===== src/rtl/beep_seq_pkg.sv =====
// beep_seq_pkg: note codes, tone half-periods, source/state encodings and pattern step ROM.
// Latency: n/a (constants and pure functions only).
// Backpressure: n/a.
package beep_seq_pkg;

  // Note codes: 0 is silence, 1..8 run do..high-do
  localparam logic [3:0] NOTE_SILENCE = 4'd0;
  localparam logic [3:0] NOTE_DO      = 4'd1;
  localparam logic [3:0] NOTE_RE      = 4'd2;
  localparam logic [3:0] NOTE_MI      = 4'd3;
  localparam logic [3:0] NOTE_FA      = 4'd4;
  localparam logic [3:0] NOTE_SO      = 4'd5;
  localparam logic [3:0] NOTE_LA      = 4'd6;
  localparam logic [3:0] NOTE_TI      = 4'd7;
  localparam logic [3:0] NOTE_HI_DO   = 4'd8;

  // Who currently owns the buzzer
  typedef enum logic [1:0] {
    SRC_NONE  = 2'd0,
    SRC_CLICK = 2'd1,
    SRC_CHIME = 2'd2,
    SRC_ALARM = 2'd3
  } src_e;

  // Sequencer FSM states
  typedef enum logic [2:0] {
    ST_IDLE = 3'd0,
    ST_LOAD = 3'd1,
    ST_TONE = 3'd2,
    ST_GAP  = 3'd3,
    ST_END  = 3'd4
  } state_e;

  // One pattern step: note, tone length and gap length in ticks, last-step flag
  typedef struct packed {
    logic [3:0] note;
    logic [7:0] tone_ticks;
    logic [7:0] gap_ticks;
    logic       last;
  } step_t;

  localparam step_t CLICK_STEP  = '{note: NOTE_DO,    tone_ticks: 8'd5,  gap_ticks: 8'd0,  last: 1'b1};
  localparam step_t CHIME_STEP0 = '{note: NOTE_SO,    tone_ticks: 8'd20, gap_ticks: 8'd5,  last: 1'b0};
  localparam step_t CHIME_STEP1 = '{note: NOTE_MI,    tone_ticks: 8'd20, gap_ticks: 8'd5,  last: 1'b0};
  localparam step_t CHIME_STEP2 = '{note: NOTE_DO,    tone_ticks: 8'd20, gap_ticks: 8'd5,  last: 1'b1};
  // The alarm last flag depends on the repeat counter and is patched in by the sequencer
  localparam step_t ALARM_STEP  = '{note: NOTE_HI_DO, tone_ticks: 8'd25, gap_ticks: 8'd25, last: 1'b0};

  // Half-period in clock cycles minus one; each output half-wave lasts HALF+1 cycles
  function automatic logic [15:0] half_period(input logic [3:0] note);
    logic [15:0] half;
    half = 16'd0;
    case (note)
      NOTE_DO:    half = 16'd47774;
      NOTE_RE:    half = 16'd42568;
      NOTE_MI:    half = 16'd37919;
      NOTE_FA:    half = 16'd35791;
      NOTE_SO:    half = 16'd31888;
      NOTE_LA:    half = 16'd28409;
      NOTE_TI:    half = 16'd25309;
      NOTE_HI_DO: half = 16'd23889;
      default:    half = 16'd0;
    endcase
    return half;
  endfunction

endpackage


===== src/rtl/beep_tone_gen.sv =====
// beep_tone_gen: square-wave divider turning a note code into the piezo drive signal.
// Latency: a note change forces the output low in the same cycle; first edge HALF+1 cycles later.
// Backpressure: none; follows the note input every cycle.
module beep_tone_gen
  import beep_seq_pkg::*;
(
  input  logic       clk,
  input  logic       rst,
  input  logic [3:0] note,
  output logic       beep
);

  logic [15:0] cnt_q, cnt_d;
  logic        beep_q, beep_d;
  logic [3:0]  prev_note_q, prev_note_d;
  logic [15:0] half;
  logic        change;
  logic [15:0] cnt_eff;
  logic        beep_eff;

  assign half = half_period(note);

  // Divider: a note change counts as cycle 0 of a fresh low half-wave
  always_comb begin
    change      = (note != prev_note_q);
    cnt_eff     = change ? 16'd0 : cnt_q;
    beep_eff    = change ? 1'b0 : beep_q;
    prev_note_d = note;
    cnt_d       = 16'd0;
    beep_d      = 1'b0;
    if (note == NOTE_SILENCE) begin
      cnt_d  = 16'd0;
      beep_d = 1'b0;
    end else if (cnt_eff == half) begin
      cnt_d  = 16'd0;
      beep_d = ~beep_eff;
    end else begin
      cnt_d  = cnt_eff + 16'd1;
      beep_d = beep_eff;
    end
  end

  assign beep = beep_eff & (note != NOTE_SILENCE);

  // Divider state registers
  always_ff @(posedge clk) begin
    if (rst) begin
      cnt_q       <= 16'd0;
      beep_q      <= 1'b0;
      prev_note_q <= NOTE_SILENCE;
    end else begin
      cnt_q       <= cnt_d;
      beep_q      <= beep_d;
      prev_note_q <= prev_note_d;
    end
  end

endmodule


===== src/rtl/beep_sequencer.sv =====
// beep_sequencer: arbitrates click/chime/alarm onto one piezo and plays their note patterns.
// Latency: request in cycle N -> BUSY/NOTE in cycle N+2; a k-tick step lasts k*TICK_DIV cycles after LOAD.
// Backpressure: alarm/chime requests are sticky; clicks are dropped while busy or when others wait.
// Build option BEEP_SEQ_MUTE_EN adds a MUTE input that silences BEEP without touching sequencing.
module beep_sequencer
  import beep_seq_pkg::*;
#(
  parameter int TICK_DIV   = 500000,
  parameter int ALARM_REPS = 8
) (
  input  logic       CLK_50M,
  input  logic       RST,
  input  logic       CLICK_REQ,
  input  logic       CHIME_REQ,
  input  logic       ALARM_REQ,
  input  logic       ALARM_STOP,
`ifdef BEEP_SEQ_MUTE_EN
  input  logic       MUTE,
`endif
  output logic       BEEP,
  output logic       BUSY,
  output logic [1:0] ACTIVE_SRC,
  output logic [3:0] NOTE,
  output logic       DONE
);

  localparam int            TW        = $clog2(TICK_DIV);
  localparam logic [TW-1:0] TICK_LAST = TW'(TICK_DIV - 1);
  localparam logic [TW-1:0] TICK_ONE  = TW'(1);
  localparam logic [7:0]    REP_LAST  = 8'(ALARM_REPS - 1);

  state_e        state_q, state_d;
  src_e          src_q, src_d;
  src_e          act_src_q, act_src_d;
  logic [1:0]    step_q, step_d;
  logic [7:0]    rep_q, rep_d;
  logic [7:0]    tone_len_q, tone_len_d;
  logic [7:0]    gap_len_q, gap_len_d;
  logic          last_q, last_d;
  logic [TW-1:0] tick_cnt_q, tick_cnt_d;
  logic [7:0]    ph_cnt_q, ph_cnt_d;
  logic [3:0]    note_q, note_d;
  logic          busy_q, busy_d;
  logic          done_q, done_d;
  logic          alarm_pend_q, alarm_pend_d;
  logic          chime_pend_q, chime_pend_d;
  logic          click_pend_q, click_pend_d;

  step_t sel_step;
  logic  tick;
  logic  alarm_any, chime_any, click_ok;
  logic  in_pattern;
  logic  step_end, go_end;
  logic  tone_beep;

  assign tick       = (tick_cnt_q == TICK_LAST);
  assign alarm_any  = alarm_pend_q | ALARM_REQ;
  assign chime_any  = chime_pend_q | CHIME_REQ;
  // A click only gets in when nothing is playing and nothing else is waiting
  assign click_ok   = CLICK_REQ & ~busy_q & ~alarm_any & ~chime_any;
  assign in_pattern = (state_q == ST_LOAD) || (state_q == ST_TONE) || (state_q == ST_GAP);

  // Pattern ROM lookup for the step about to be loaded
  always_comb begin
    sel_step = CLICK_STEP;
    case (src_q)
      SRC_CHIME: begin
        case (step_q)
          2'd0:    sel_step = CHIME_STEP0;
          2'd1:    sel_step = CHIME_STEP1;
          default: sel_step = CHIME_STEP2;
        endcase
      end
      SRC_ALARM: begin
        sel_step      = ALARM_STEP;
        sel_step.last = (rep_q == REP_LAST);
      end
      default: sel_step = CLICK_STEP;
    endcase
  end

  // Next-state, pending-flag and output logic of the sequencer
  always_comb begin
    state_d      = state_q;
    src_d        = src_q;
    act_src_d    = act_src_q;
    step_d       = step_q;
    rep_d        = rep_q;
    tone_len_d   = tone_len_q;
    gap_len_d    = gap_len_q;
    last_d       = last_q;
    tick_cnt_d   = '0;
    ph_cnt_d     = ph_cnt_q;
    note_d       = note_q;
    busy_d       = busy_q;
    done_d       = 1'b0;
    alarm_pend_d = alarm_any;
    chime_pend_d = chime_any;
    click_pend_d = click_pend_q | click_ok;
    step_end     = 1'b0;
    go_end       = 1'b0;

    case (state_q)
      ST_IDLE: begin
        ph_cnt_d = 8'd0;
        step_d   = 2'd0;
        rep_d    = 8'd0;
        if (alarm_any) begin
          state_d      = ST_LOAD;
          src_d        = SRC_ALARM;
          alarm_pend_d = 1'b0;
        end else if (chime_any) begin
          state_d      = ST_LOAD;
          src_d        = SRC_CHIME;
          chime_pend_d = 1'b0;
        end else if (click_pend_q | click_ok) begin
          state_d      = ST_LOAD;
          src_d        = SRC_CLICK;
          click_pend_d = 1'b0;
        end
      end
      ST_LOAD: begin
        tone_len_d = sel_step.tone_ticks;
        gap_len_d  = sel_step.gap_ticks;
        last_d     = sel_step.last;
        note_d     = sel_step.note;
        act_src_d  = src_q;
        busy_d     = 1'b1;
        ph_cnt_d   = 8'd0;
        state_d    = ST_TONE;
      end
      ST_TONE: begin
        tick_cnt_d = tick ? '0 : tick_cnt_q + TICK_ONE;
        if (tick) begin
          if (ph_cnt_q == tone_len_q - 8'd1) begin
            ph_cnt_d = 8'd0;
            if (gap_len_q != 8'd0) begin
              state_d = ST_GAP;
              note_d  = NOTE_SILENCE;
            end else begin
              step_end = 1'b1;
            end
          end else begin
            ph_cnt_d = ph_cnt_q + 8'd1;
          end
        end
      end
      ST_GAP: begin
        tick_cnt_d = tick ? '0 : tick_cnt_q + TICK_ONE;
        if (tick) begin
          if (ph_cnt_q == gap_len_q - 8'd1) begin
            ph_cnt_d = 8'd0;
            step_end = 1'b1;
          end else begin
            ph_cnt_d = ph_cnt_q + 8'd1;
          end
        end
      end
      ST_END: begin
        state_d = ST_IDLE;
      end
      default: begin
        state_d = ST_IDLE;
      end
    endcase

    // Step finished: either the pattern is over or the next step is loaded
    if (step_end) begin
      if (last_q) begin
        go_end = 1'b1;
      end else begin
        state_d = ST_LOAD;
        if (src_q == SRC_ALARM) rep_d = rep_q + 8'd1;
        else                    step_d = step_q + 2'd1;
      end
    end

    // An alarm aborts a click or chime silently; the next LOAD starts the alarm
    if (in_pattern && (src_q == SRC_CLICK || src_q == SRC_CHIME) && alarm_any) begin
      state_d      = ST_LOAD;
      src_d        = SRC_ALARM;
      step_d       = 2'd0;
      rep_d        = 8'd0;
      alarm_pend_d = 1'b0;
    end

    // User silence only acts on a playing alarm
    if (in_pattern && act_src_q == SRC_ALARM && ALARM_STOP) begin
      go_end       = 1'b1;
      alarm_pend_d = 1'b0;
    end

    if (go_end) begin
      state_d   = ST_END;
      src_d     = SRC_NONE;
      act_src_d = SRC_NONE;
      note_d    = NOTE_SILENCE;
      busy_d    = 1'b0;
      done_d    = 1'b1;
    end
  end

  // Sequencer state registers
  always_ff @(posedge CLK_50M) begin
    if (RST) begin
      state_q      <= ST_IDLE;
      src_q        <= SRC_NONE;
      act_src_q    <= SRC_NONE;
      step_q       <= 2'd0;
      rep_q        <= 8'd0;
      tone_len_q   <= 8'd0;
      gap_len_q    <= 8'd0;
      last_q       <= 1'b0;
      tick_cnt_q   <= '0;
      ph_cnt_q     <= 8'd0;
      note_q       <= NOTE_SILENCE;
      busy_q       <= 1'b0;
      done_q       <= 1'b0;
      alarm_pend_q <= 1'b0;
      chime_pend_q <= 1'b0;
      click_pend_q <= 1'b0;
    end else begin
      state_q      <= state_d;
      src_q        <= src_d;
      act_src_q    <= act_src_d;
      step_q       <= step_d;
      rep_q        <= rep_d;
      tone_len_q   <= tone_len_d;
      gap_len_q    <= gap_len_d;
      last_q       <= last_d;
      tick_cnt_q   <= tick_cnt_d;
      ph_cnt_q     <= ph_cnt_d;
      note_q       <= note_d;
      busy_q       <= busy_d;
      done_q       <= done_d;
      alarm_pend_q <= alarm_pend_d;
      chime_pend_q <= chime_pend_d;
      click_pend_q <= click_pend_d;
    end
  end

  beep_tone_gen u_tone (
    .clk  (CLK_50M),
    .rst  (RST),
    .note (note_q),
    .beep (tone_beep)
  );

`ifdef BEEP_SEQ_MUTE_EN
  assign BEEP = tone_beep & ~MUTE;
`else
  assign BEEP = tone_beep;
`endif

  assign BUSY       = busy_q;
  assign ACTIVE_SRC = act_src_q;
  assign NOTE       = note_q;
  assign DONE       = done_q;

endmodule


===== config.mk =====
export PLATFORM = sky130hd
export DESIGN_NAME = beep_sequencer
export DESIGN_NICKNAME = d
export VERILOG_FILES = /design/src/rtl/beep_seq_pkg.sv /design/src/rtl/beep_tone_gen.sv /design/src/rtl/beep_sequencer.sv
export SDC_FILE = /design/constraint.sdc
export NUM_CORES = 1
export LEC_CHECK = 0
export BUFFER_PORTS_ARGS = -buffer_cell sky130_fd_sc_hd__buf_2
export CORE_MARGIN = 3
export CORE_UTILIZATION = 35
export CTS_CLUSTER_DIAMETER = 150
export CTS_CLUSTER_SIZE = 12
export DETAILED_ROUTE_END_ITERATION = 10
export SLEW_MARGIN = 20
export SYNTH_ARGS = -nofsm -noshare
export SYNTH_HDL_FRONTEND = slang
export SYNTH_SLANG_ARGS = --single-unit

===== constraint.sdc =====
create_clock -name CLK_50M -period 4.9 [get_ports CLK_50M]
set_input_delay 0.98 -clock CLK_50M [delete_from_list [all_inputs] [get_ports CLK_50M]]
set_output_delay 0.98 -clock CLK_50M [all_outputs]
set_load 0.1 [all_outputs]

Word-level counts from Yosys, hierarchy flattened --
Memory sizes are Yosys's and may differ from the RTL's. A register that Yosys moved wholly into a read port is not among the register bits. Index checks and enable logic that the tools add are counted.
Storage, ports and cells: bits in registers 91, memory bits (read-only) 256, input bits 6, output and inout port bits 9, word-level logic and storage cells 142, memories 1
Memory list:
- (name not given) | words 16, bits a word 16, rd ports 1, clocked after memory_dff 1, write ports 0, line beep_seq_pkg.sv:53 | case (note)
Operators by class: add/subtract/negate cells 7, eq/ne operators 18, muxes and demuxes 55, bitwise logic cells 12, reductions and logical operators 28
Operators with widths (count):
- two-way mux 8 bit | 8
- one-hot mux 21 bit (2 select lines) | 1
- one-hot mux 20 bit (2 select lines) | 1
- two-way mux 3 bit | 10
- one-hot mux 8 bit (3 select lines) | 1
- two-way mux 4 bit | 5
- adder 19 x 1 -> 19 bit, second input constant | 1
- == test 19 bit, second input constant | 1
- two-way mux 2 bit | 9
- adder 16 x 1 -> 16 bit, second input constant | 1
- adder 8 x 1 -> 8 bit, second input constant | 2
- == test 16 bit | 1
- == test 8 bit | 2
- two-way mux 1 bit | 16
- two-way mux 16 bit | 1
- subtractor 8 x 1 -> 8 bit, second input constant | 2
- one-hot mux 3 bit (4 select lines) | 1
- OR reduction 2 bit | 5
- OR reduction 3 bit | 3
- == test 8 x 3 -> 1 bit, second input constant | 1
- one-hot mux 4 bit (2 select lines) | 1
- nonzero test 4 bit | 2
- nonzero test 8 bit | 1
- == test 2 bit, second input constant | 3
- 22 further kinds | 41

Logic depth before layout (Yosys ltp) --
depth in word-level cells 13, depth in mapped cells 14, mapped depth without buffers 12

Modules after synthesis --
A second synthesis with hierarchy kept.
Unflattened totals: cells, all modules 587, area, all modules 4785.8 um^2
By module, submodules not included:
- beep_sequencer | instances 1, cells an instance 369, area an instance 3093.0 um^2, sequential area each 1181.1 um^2
- beep_tone_gen | instances 1, cells an instance 218, area an instance 1692.9 um^2, sequential area each 420.4 um^2

Worst setup path before layout --
No wires, ideal clock.
kind register -> output, start register note_q[2], in the netlist NOTE[2], end output port BEEP, arrival 3.182 ns, required time 3.920 ns, setup slack 0.738 ns, stages on the path, launching flop included 7, path buffers 2, path through dfxtp_1 xnor2_1 and4_1 clkbuf_1 buf_2 nand2_1 nor2_1
Between the ends: longest elaborated chain between the ends 3, elaborated cells on any way between the ends 4, classes of those cells 1 x eq/ne; 1 x mux; 1 x bitwise; 1 x reduce/logical
Ends and longest elaborated chain:
- start, declared | line beep_sequencer.sv:42 | logic [3:0] note_q, note_d;
- start signal, assigned | line beep_sequencer.sv:233 | note_q <= note_d;
- inequality test 4 bit | line beep_tone_gen.sv:25 | change = (note != prev_note_q);
- two-way mux 1 bit | line beep_tone_gen.sv:27 | beep_eff = change ? 1'b0 : beep_q;
- bitwise AND 1 bit * | line beep_tone_gen.sv:43 | assign beep = beep_eff & (note != NOTE_SILENCE);
- end, declared | line beep_sequencer.sv:20 | output logic BEEP,
Every way passes the cells marked *; elsewhere a longest branch is shown, timed or not.

Worst setup path in the final report --
start register tone_len_q[0], end register, netlist name u_tone.half[4]
Between the ends: longest elaborated chain between the ends 9, elaborated cells on any way between the ends 12, classes of those cells 1 x add/sub; 2 x eq/ne; 7 x mux; 2 x reduce/logical
Ends and longest elaborated chain:
- start, declared | line beep_sequencer.sv:37 | logic [7:0] tone_len_q, tone_len_d;
- start signal, assigned | line beep_sequencer.sv:228 | tone_len_q <= tone_len_d;
- subtractor 8 x 1 -> 8 bit * | line beep_sequencer.sv:135 | if (ph_cnt_q == tone_len_q - 8'd1) begin
- == test 8 bit * | line beep_sequencer.sv:135
- two-way mux 1 bit | line beep_sequencer.sv:135
- two-way mux 1 bit | line beep_sequencer.sv:134 | if (tick) begin
- one-hot mux 1 bit (2 select lines) | line beep_sequencer.sv:103 | case (state_q)
- two-way mux 1 bit | line beep_sequencer.sv:168 | if (step_end) begin
- two-way mux 1 bit | line beep_sequencer.sv:188 | if (in_pattern && act_src_q == SRC_ALARM && ALARM_STOP) begin
- OR reduction 2 bit (no line)
- two-way mux 4 bit (no line) *
Marks and branches as above. A chain may end at the register's enable or synchronous reset.

==> results.toml <==
[critical_path]
rrSetupSlack_ns = 1.53
endpoint_kind = "flop"
regToRegEndpoint = "u_tone.half[4]"
arrival_ns = 3.65
rr_worst_depth = 11
reg2reg_from = "tone_len_q[0]"
worst_ep_required_time_ns = 5.17
worstPathMaxFanout = 8
crit_type = "flop to flop"
crit_path_start_kind = "flop"

[global_route]
grt_antenna_before_repair = 0
grt_usage_pct = 15.21
grt_pass1_wl_mm = 20.06
grt-ovfl-total = 0
grt_pass1_vias = 4100
grt_max_degree = 25

[sta]
fmax_mhz = 296.5
fin_skew_ns = 0.009205
fin_crit_sh_pct = 68.83
setup_viol = 0
slew_viol_final = 0
rsz0062_at_grt = "no"
maxSlewHeadroom_pct = 48.90
fin_setup_tns_ns = 0
hold_viol = 0
tightest_slew_ns = 0.7602
period_minus_slack_ns = 3.373

[synthesis]
ys_top_cells_by_area = "dfxtp_1 38%, nor2_1 7.1%, xor2_1 5.7%"
synth_common_cells = "96 x dfxtp_1, 96 x nor2_1, 38 x nand2_1"
synth_top_area_share_pct = 37.81
synth_edf_count = 0
syn-mean-instance-area_um2 = 8.585
synth_flop_cell = "dfxtp_1"
ys_seq_area_share_pct = 37.81
synth_top_cell_by_area = "dfxtp_1"
synthesis.area_um2 = 5082
syn_inst = 592
yosysWarnings = 0
synth_fp_nets = 616
synth_cell_types = 69
ys_ff_latch = 96
async_flop_share_pct = 0

[floorplan]
rows = 43
die_area_um2 = 16000
initial_core_util_pct = 36.19
core_area_um2 = 14040
boundaryPins = 15
die_y_um = 126.5
die_x_um = 126.5

[min_path]
min_to = "tick_cnt_q[0]"
min_path_cells = 1
hold_start = "tick_cnt_q[0]"
min_path_type = "flop to flop"

[detailed_routing]
vias = 4151
drc = 0
initialDrtViolationCount = 198
wl_mm = 11.54
antenna_left = 0
firstDrtPassIters = 5
wl_per_cell_um = 14.80
routed_via_density = 5.322

[clock_tree]
cts_tree = "built"
cts_made_buffers = 9
clk_pin_slew_worst_paths_ns = 0.06
holdBufCountCts = 0
insertion_delay_ns = 0.35
cts_setup_buffers = 0
cts.path.max_buffers = 2
root_buffer = "clkbuf_16"
cts_resized = 0
ctsHtreeMaxLevel = 3
cts_sinks = 96

[finish]
syn_to_final_growth_pct = 9.946
stdcell_count = 780
drive_gt1_share_pct = 11.50
nets = 619
diodes = 0

[placed_design]
dp_hpwl_mm = 8.445
place_congestion = 0.8310
dp.cells = 764
io_buffer_count = 14

[run_status]
status = "completed"

[power]
power_leakage_nw = 1.996
powerDensity_nw_per_um2 = 546.2
max-vdd-ir-drop_uv = 268.9
finalPower_mw = 3.052

[flow_run]
maxCapViolations = 0
==> through the flow <==
stage          utilization [%]  hold slack [ns]  setup WS [ns]  cell area [um2]
6_report                 39.79           0.4706          1.527             5588
5_1_grt                  39.79           0.4904          1.315             5588
4_1_cts                  39.79           0.4757          1.433             5588
3_5_place_dp             37.53           0.4604          1.573             5270
3_3_place_gp             37.53           0.4490          1.692             5270
2_1_floorplan                -           0.4302         0.7380             5082
==> metal layers <==
layer  track usage [%]  part of all wire, %  routed length [um]  up-vias
li1                  -                    -                   -     2097
met1             18.94                   44                5135     1949
met2             24.94                   48                5582       79
met3             3.916                  4.5                 522       26
met4             6.562                  2.6                 300        0
met5                 0                    0                   0        -
==> critical path, cell delays in order, from the launching register on <==
cell and delay (ns):
dfxtp_1 0.42, inv_1 0.07, ha_1 0.25, o21ba_2 0.22, a221oi_2 0.29, o2111ai_1 0.22, o41a_1 0.59, a21oi_1 0.36
or2_2 0.23, ha_1 0.26, o2111ai_2 0.19, o22ai_1 0.20
==> state kept, by name, indices dropped and copies added, names as in the netlist <==
| name | count |
|---|---|
| BUSY | 1 |
| alarm_pend_q | 1 |
| state_q | 3 |
| NOTE | 4 |
| ph_cnt_q | 8 |
| src_q | 2 |
| ACTIVE_SRC | 2 |
| u_tone.beep_q | 1 |
| DONE | 1 |
| rep_q | 8 |
| last_q | 1 |
| step_q | 2 |
| gap_len_q | 2 |
| click_pend_q | 1 |
| u_tone.half | 16 |
| tick_cnt_q | 19 |
| chime_pend_q | 1 |
| tone_len_q | 3 |
| u_tone.prev_note_q | 4 |
| u_tone.cnt_q | 16 |
==> cell families after synthesis <==
family	Yosys count	share of synthesized area (%)
fa+ha+maj	18	4.431
compound gates	97	14.23
buf+inv	48	4.185
mux	6	1.329
xor+xnor	59	10.17
flops	96	37.81
simple gates	268	27.84
==> how the worst max path moves through the flow <==
| stage | cells past startpoint | from | end | slack (ns) |
|---|---|---|---|---|
| global placement | 12 | tone_len_q[0] | u_tone.half[4] | 1.69 |
| global route | 11 | tone_len_q[0] | u_tone.half[4] | 1.32 |
| CTS | 5 | NOTE[2] | BEEP | 1.43 |
| finish | 11 | tone_len_q[0] | u_tone.half[4] | 1.53 |
| floorplan | 6 | NOTE[2] | BEEP | 0.74 |
| detailed placement | 12 | tone_len_q[0] | u_tone.half[4] | 1.57 |
==> power breakdown <==
group | internal [mW] | switching (mW) | total, mW
combinational | 0.418 | 0.817 | 1.23
sequential | 0.913 | 0.162 | 1.08
clock | 0.437 | 0.305 | 0.742
total | 1.77 | 1.28 | 3.05
==> cells in the final DEF (no fill, tap or decap), types with 4 or more instances in the layout <==
master,netlist,final
a31oi_1,9,9
nor2_1,96,96
a21oi_1,17,17
nand4_1,13,13
o21ai_0,4,4
xnor2_1,26,26
inv_1,24,24
nor4b_1,5,5
o211ai_1,10,10
a211oi_1,16,16
xor2_1,33,33
nor3_1,12,12
clkbuf_16,0,9
and2_1,6,6
or4_1,4,4
nor4bb_1,8,8
ha_1,18,18
nand3_1,26,26
nand2_1,38,38
nor2b_1,8,8
dfxtp_1,96,96
o22ai_1,12,12
buf_2,8,14
and3_1,10,10
nor4_1,6,6
mux2_2,6,6
or2_2,14,14
==> layout make-up <==
class,count,area [um2]
clock buffer,12,266.5
fill,1390,8454
timing repair buffer,16,85.08
inverter,24,90.09
clock inverter,4,51.30
sequential,96,1922
multi-input combinational,448,2948
tap,180,225.2
Power figures use the tool's default switching activity.
